--- config.mk ---
export PLATFORM = sky130hd
export DESIGN_NAME = pwm_timebase
export DESIGN_NICKNAME = d
export VERILOG_FILES = /design/src/rtl/pwm_timebase.sv
export SDC_FILE = /design/constraint.sdc
export NUM_CORES = 1
export LEC_CHECK = 0
export ABC_AREA = 1
export BUFFER_PORTS_ARGS = -buffer_cell sky130_fd_sc_hd__buf_2
export CORE_ASPECT_RATIO = 1.1
export CORE_MARGIN = 1.5
export CORE_UTILIZATION = 30
export DETAILED_ROUTE_END_ITERATION = 6
export PLACE_DENSITY = 0.52
export SLEW_MARGIN = 20
export SYNTH_ARGS = -nofsm -noshare
export SYNTH_HDL_FRONTEND = slang
export SYNTH_SLANG_ARGS = --single-unit
--- constraint.sdc ---
create_clock -name clk_i -period 1.8 [get_ports clk_i]
set_input_delay 0.09 -clock clk_i [delete_from_list [all_inputs] [get_ports clk_i]]
set_output_delay 0.09 -clock clk_i [all_outputs]
set_load 0.005 [all_outputs]
--- src/rtl/pwm_timebase.sv ---
// rtl/pwm_timebase.sv - shared prescaled 12-bit PWM counter with SLEEP/WAKE/RUN control (option: PWM_TIMEBASE_EXTCLK_EN)
module pwm_timebase #(
    parameter logic [7:0] PRESCALE_RESET = 8'd30,
    parameter logic [7:0] PRESCALE_MIN   = 8'd3,
    parameter int         WAKE_CYCLES    = 16
) (
    input  logic        clk_i,
    input  logic        rst_i,
    input  logic        sleep_i,
    input  logic [7:0]  prescale_i,
    input  logic        prescale_we_i,
`ifdef PWM_TIMEBASE_EXTCLK_EN
    input  logic        extclk_i,
`endif
    output logic [11:0] counter_o,
    output logic        cycle_start_o,
    output logic        running_o,
    output logic [7:0]  prescale_o
);

    typedef enum logic [1:0] {
        ST_SLEEP = 2'd0,
        ST_WAKE  = 2'd1,
        ST_RUN   = 2'd2
    } state_e;

    localparam int             WCW       = (WAKE_CYCLES > 1) ? $clog2(WAKE_CYCLES) : 1;
    localparam logic [WCW-1:0] WAKE_LAST = WCW'(WAKE_CYCLES - 1);

    state_e         state_q, state_d;
    logic [11:0]    counter_q, counter_d;
    logic [7:0]     div_q, div_d;
    logic [WCW-1:0] wake_cnt_q, wake_cnt_d;
    logic           cycle_start_q, cycle_start_d;
    logic           running_q, running_d;
    logic [7:0]     prescale_q, prescale_d;
    logic           tick;

    // Divider advance qualifier: every clock, or only on synchronised external pulses
`ifdef PWM_TIMEBASE_EXTCLK_EN
    always_comb tick = extclk_i;
`else
    always_comb tick = 1'b1;
`endif

    // Next-state logic: power state, wake delay, divider/counter and prescale register
    always_comb begin
        state_d       = state_q;
        counter_d     = counter_q;
        div_d         = div_q;
        wake_cnt_d    = wake_cnt_q;
        cycle_start_d = 1'b0;
        prescale_d    = prescale_q;

        // Prescale only changes while sleep is requested; a sleeping state machine
        // guarantees the divider is cleared before the new value is ever used.
        if (prescale_we_i && sleep_i) begin
            prescale_d = (prescale_i < PRESCALE_MIN) ? PRESCALE_MIN : prescale_i;
        end

        case (state_q)
            ST_SLEEP: begin
                counter_d  = 12'd0;
                div_d      = 8'd0;
                wake_cnt_d = '0;
                if (!sleep_i) begin
                    state_d = ST_WAKE;
                end
            end
            ST_WAKE: begin
                if (sleep_i) begin
                    state_d = ST_SLEEP;
                end else if (wake_cnt_q == WAKE_LAST) begin
                    state_d       = ST_RUN;
                    counter_d     = 12'd0;
                    div_d         = 8'd0;
                    cycle_start_d = 1'b1;
                end else begin
                    wake_cnt_d = wake_cnt_q + 1'b1;
                end
            end
            ST_RUN: begin
                if (sleep_i) begin
                    // No resume: the next wake always restarts the period from zero
                    state_d   = ST_SLEEP;
                    counter_d = 12'd0;
                    div_d     = 8'd0;
                end else if (tick) begin
                    if (div_q == prescale_q) begin
                        div_d         = 8'd0;
                        counter_d     = counter_q + 12'd1;
                        cycle_start_d = (counter_q == 12'hFFF);
                    end else begin
                        div_d = div_q + 8'd1;
                    end
                end
            end
            default: begin
                state_d   = ST_SLEEP;
                counter_d = 12'd0;
                div_d     = 8'd0;
            end
        endcase

        running_d = (state_d == ST_RUN);
    end

    // State and output registers with synchronous active-high reset
    always_ff @(posedge clk_i) begin
        if (rst_i) begin
            state_q       <= ST_SLEEP;
            counter_q     <= 12'd0;
            div_q         <= 8'd0;
            wake_cnt_q    <= '0;
            cycle_start_q <= 1'b0;
            running_q     <= 1'b0;
            prescale_q    <= PRESCALE_RESET;
        end else begin
            state_q       <= state_d;
            counter_q     <= counter_d;
            div_q         <= div_d;
            wake_cnt_q    <= wake_cnt_d;
            cycle_start_q <= cycle_start_d;
            running_q     <= running_d;
            prescale_q    <= prescale_d;
        end
    end

    assign counter_o     = counter_q;
    assign cycle_start_o = cycle_start_q;
    assign running_o     = running_q;
    assign prescale_o    = prescale_q;

endmodule
; ---- Word-level counts from Yosys, hierarchy flattened
; Cells that the tools add are included.
[totals]
wordCells = 51
regBits = 36
output_inout_bits = 22
[op_classes]
n_reduce_logical = 6
add_sub_neg = 3
order_cmp = 1
n_eq_ne = 10
muxes = 24
[ops]
columns = op, n
row1 = $mux 12, 4
row2 = $mux 8, 5
row3 = $pmux 12 s2, 1
row4 = $pmux 8 s2, 1
row5 = $add 12x1->12 const B, 1
row6 = $eq 12x12->1 const B, 1
row7 = $add 8x1->8 const B, 1
row8 = $eq 8x8->1, 1
row9 = $lt 8x2->1 const B, 1
row10 = $mux 2, 4
row11 = $mux 4, 2
row12 = $pmux 4 s2, 1
row13 = $ne 2x2->1 const B, 3
row14 = $pmux 2 s3, 1
row15 = $reduce_and 3->1, 2
row16 = $add 4x1->4 const B, 1
row17 = $eq 2x2->1 const B, 2
row18 = $eq 4x4->1 const B, 1
row19 = $mux 1, 4
row20 = $ne 3x3->1 const B, 1
row21 = $eq 2x1->1 const B, 1
row22 = $logic_not 2->1, 1
row23 = $pmux 1 s2, 1
row24 = $reduce_and 2->1, 1
row25 = 2 further kinds, 2

; ---- Logic depth before layout (Yosys ltp)
[depth]
word_depth = 5
ltp_mapped = 11

; ---- Least setup slack after synthesis
; No wires, ideal clock.
[synth_timing]
path_type = register to register
from = register state_q[1]
to = register div_q[7]
arrival_time_ns = 1.330
path_slack_ns = 0.355
synth_period_minus_slack_ns = 1.445
path_stages_with_launch = 9
t_required_ns = 1.685
cell_sequence = dfxtp_1 inv_1 ha_1 inv_1 o21ai_2 nor3_1 nand3_1 nand3_1 nor2_1
[synth_via]
elab_chain_cells = 3
word_cells_on_any_way = 6
cone_classes = eq/ne: 4 / mux: 1 / reduce/logical: 1
[synth_rtl]
columns = element, line
row1 = from (decl), 30  ; state_e state_q, state_d;
row2 = from (signal assigned), 119  ; state_q <= state_d;
row3 = $eq 2x1->1, 61  ; case (state_q)
row4 = $ne 2x2->1 (no line), --
row5 = $reduce_and 2->1 (no line), --
row6 = to (signal assigned), 121  ; div_q <= div_d;
row7 = to (decl), 32  ; logic [7:0] div_q, div_d;
; Several ways; a longest one is shown, not always the timed one.
; A chain may end at the register's enable or synchronous reset.

; ---- Final worst setup path
; Ends and elaborated chain as after synthesis.

==> results by group <==
Synthesis
  – Register bit total from synthesis: 36
  – Fraction of registers with async set/reset: 0
  – Adder-Cell Fraction of Synth Area: 0.0440
  – Top-area cell type share of the netlist area: 0.362
  – Mux cell area share after synthesis: 0
  – Distinct cells, synth: 37
  – Syn Area/Cell: 6.74 um2
  – Synth area leader: dfxtp_1
  – Main synth FF type: dfxtp_1
  – Main combinational cell family by area after synthesis: simple AND/OR/NAND/NOR gates
  – Synth Area in XOR/XNOR: 0.0220
  – Top cells by area, synth: dfxtp_1, nand2_1, nand3_1
  – EDFF count, synth: 0
  – Warning count from the yosys run: 0
  – Post-Synth Simple-Gate Area: 0.358
  – Post-Syn Nets: 314
  – Cells after Synth: 295
  – Compound-Gate Fraction of Synth Area: 0.128
  – Count leader, synth: nand2_1
  – Synth top cells by count: nand2_1, dfxtp_1, nor2_1
  – Seq/Total Area, Yosys: 0.362
  – Mapped cell area: 0.00199 mm2

Setup path
  – RR Startpoint: state_q[1]$_SDFF_PP0_
  – CP startpoint kind: flip-flop
  – Worst EP required: 1.98 ns
  – Worst EP arrival: 1.82 ns
  – RR Endpoint: div_q[7]$_SDFFE_PP0P_
  – Worst R2R Path Depth: 8
  – CP max FO: 6
  – Worst Setup Path Type: flip-flop to flip-flop
  – Reg2reg setup slack: 0.16 ns
  – Nature of the critical path endpoint: flip-flop

Drt
  – Average wire per standard cell: 11.8 um
  – Remaining design rule violation count: 0
  – DR WL met3: 134 um
  – Via density per instance: 4.73
  – Top Layer Used: met4
  – Routed via count: 1969
  – Met1 WL: 2360 um
  – Final wirelength: 4910 um
  – Router iterations before antenna repair: 4
  – Met2 wire length: 2390 um
  – Final ANT Viol Nets: 0
  – 1st-iter DRT viols: 91

Clock tree
  – # clock sinks: 36
  – Clk buf depth: 2
  – TritonCTS Buffers: 5
  – CTS clk-pin slew, worst paths: 0.07 ns
  – Root Buffer: clkbuf_8
  – Clock latency on the worst-skew pair: 0.28 ns
  – Htree depth: 2
  – Hold Buf Count CTS: 0
  – Post-CTS Repair Setup Buffers: 0
  – Cts repair resizes: 0
  – TritonCTS clock tree: yes

STA
  – Final setup TNS: 0 ns
  – Setup ws final: 0.157 ns
  – RSZ-0062 raised after global routing: false
  – Fin Hold WS: 0.0220 ns
  – Skew final: 0.00855 ns
  – Slew @ Worst Pin: 0.439 ns
  – Period utilisation layout: 0.913
  – Fmax: 0.608 GHz
  – Slew Viols, Final: 0
  – Final Hold Fails: 0
  – Final setup vio count: 0
  – Fin crit period: 1.64 ns
  – Worst slew margin: 0.705

Die
  – I/O pin cnt: 34
  – Die area: 0.00713 mm2
  – Initial Utilization: 0.315
  – Core area: 0.00631 mm2
  – DIE WIDTH: 80.6 um
  – Core Rows: 30
  – Die Span Y: 88.4 um

Min path
  – Hold path start: prescale_i[4]
  – HP Class: input port to flip-flop
  – Hold Path Depth: 3
  – Hold EP: prescale_o[4]$_SDFFE_PP1P_

Layout
  – Final nets: 354
  – ANT cells: 0
  – Design area: 0.00236 mm2
  – Layout area overhead: 18.6%
  – Proportion of layout cells with a drive suffix above 1: 0.176

Power
  – Pwr dens: 693 mW/mm2
  – Worst VDD drop: 0.256 mV
  – Leak Pwr: 1.03 nW

Placed design
  – # port buffers: 33
  – RePlAce Congestion: 0.816
  – Pre-CTS setup slack: 0.115 ns
  – Placed Instance Area: 0.00226 mm2
  – Post-detail-place hpwl: 3690 um

Global route
  – Vias in the first global route: 1861
  – GRT Resource Usage Total: 0.146
  – Initial antenna violation count: 0
  – Largest net degree at the start of global routing: 14
  – First-pass GRT wire length: 8120 um
  – Grt total ovfl: 0

Outcome
  – Status: complete, no violations

Flow run
  – Max cap viols: 0
-- kinds of logic (layout without fill, tap and decap cells) --
kind of cell | after synthesis | after routing
AO/OA/AOI/OAI | 44 | 44
XOR/XNOR | 5 | 5
adder cells (fa/ha/maj) | 7 | 7
buffers and inverters | 42 | 83
flip-flops | 36 | 36
AND/OR/NAND/NOR | 161 | 161
-- flip-flops by register name, indices dropped and copies added, names as in the netlist --
signal	count
counter_o	12
div_q	8
prescale_o	8
wake_cnt_q	4
state_q	2
cycle_start_o	1
running_o	1
-- worst max-delay path, stage by stage (launching register included) --
cell and delay, ns:
dfxtp_1 0.36, inv_1 0.08, ha_1 0.25, inv_1 0.16
o21ai_2 0.12, nor3_1 0.31, nand3_1 0.12, nand3_1 0.10
nor2_1 0.05
-- worst max path at each step --
stage / startpoint / endpoint / slack, ns / cells past startpoint
6_report: state_q[1]$_SDFF_PP0_ / div_q[7]$_SDFFE_PP0P_ / 0.16 / 8
3_3_place_gp: state_q[0]$_SDFF_PP0_ / div_q[6]$_SDFFE_PP0P_ / 0.12 / 8
2_1_floorplan: state_q[1]$_SDFF_PP0_ / div_q[7]$_SDFFE_PP0P_ / 0.35 / 8
3_5_place_dp: state_q[0]$_SDFF_PP0_ / div_q[6]$_SDFFE_PP0P_ / 0.12 / 8
5_1_grt: state_q[1]$_SDFF_PP0_ / div_q[7]$_SDFFE_PP0P_ / 0.0004 / 8
4_1_cts: state_q[0]$_SDFF_PP0_ / div_q[1]$_SDFFE_PP0P_ / 0.07 / 8
-- layer usage --
layer	track usage	up-vias
li1	-	1036
met1	0.179	900
met2	0.257	31
met3	0.0309	2
met4	0.0455	0
met5	0	-
-- where the power goes --
group          switching [mW]  internal [mW]
registers              0.0188          0.816
logic                   0.130         0.0763
clock network           0.281          0.312
total                   0.430           1.21
-- placed cells by master, fill, tap and decap left out, types with 2 or more instances in the layout --
cell,count
nor3_1,9
inv_1,33
buf_4,6
buf_2,33
a31oi_1,2
o21bai_1,3
clkbuf_8,6
inv_2,2
nor2_1,36
nand2_4,2
xnor2_1,4
o21ai_0,12
nand3_2,2
nor2_4,2
o21ai_2,2
clkbuf_1,2
ha_1,7
nand3_1,30
a21oi_1,18
nand2_2,2
nand2_1,73
dfxtp_1,36
-- area by class of cell --
cell class	count	area, um2
fillers	712	3950
repair buffers	39	210
flip-flops and latches	36	721
inverters	36	135
well taps	80	100
clock buffers	8	90.1
multi-input cells	217	1100
-- metrics by stage --
step                      std cells  power (mW)   util
after floorplan                 295       0.988      -
after global placement          408        1.06  0.359
after detailed placement        408        1.06  0.359
after CTS                       416        1.66  0.373
after global routing            416        1.72  0.374
final                           416        1.64  0.374
Note: power is estimated with default switching activity, not from simulation.
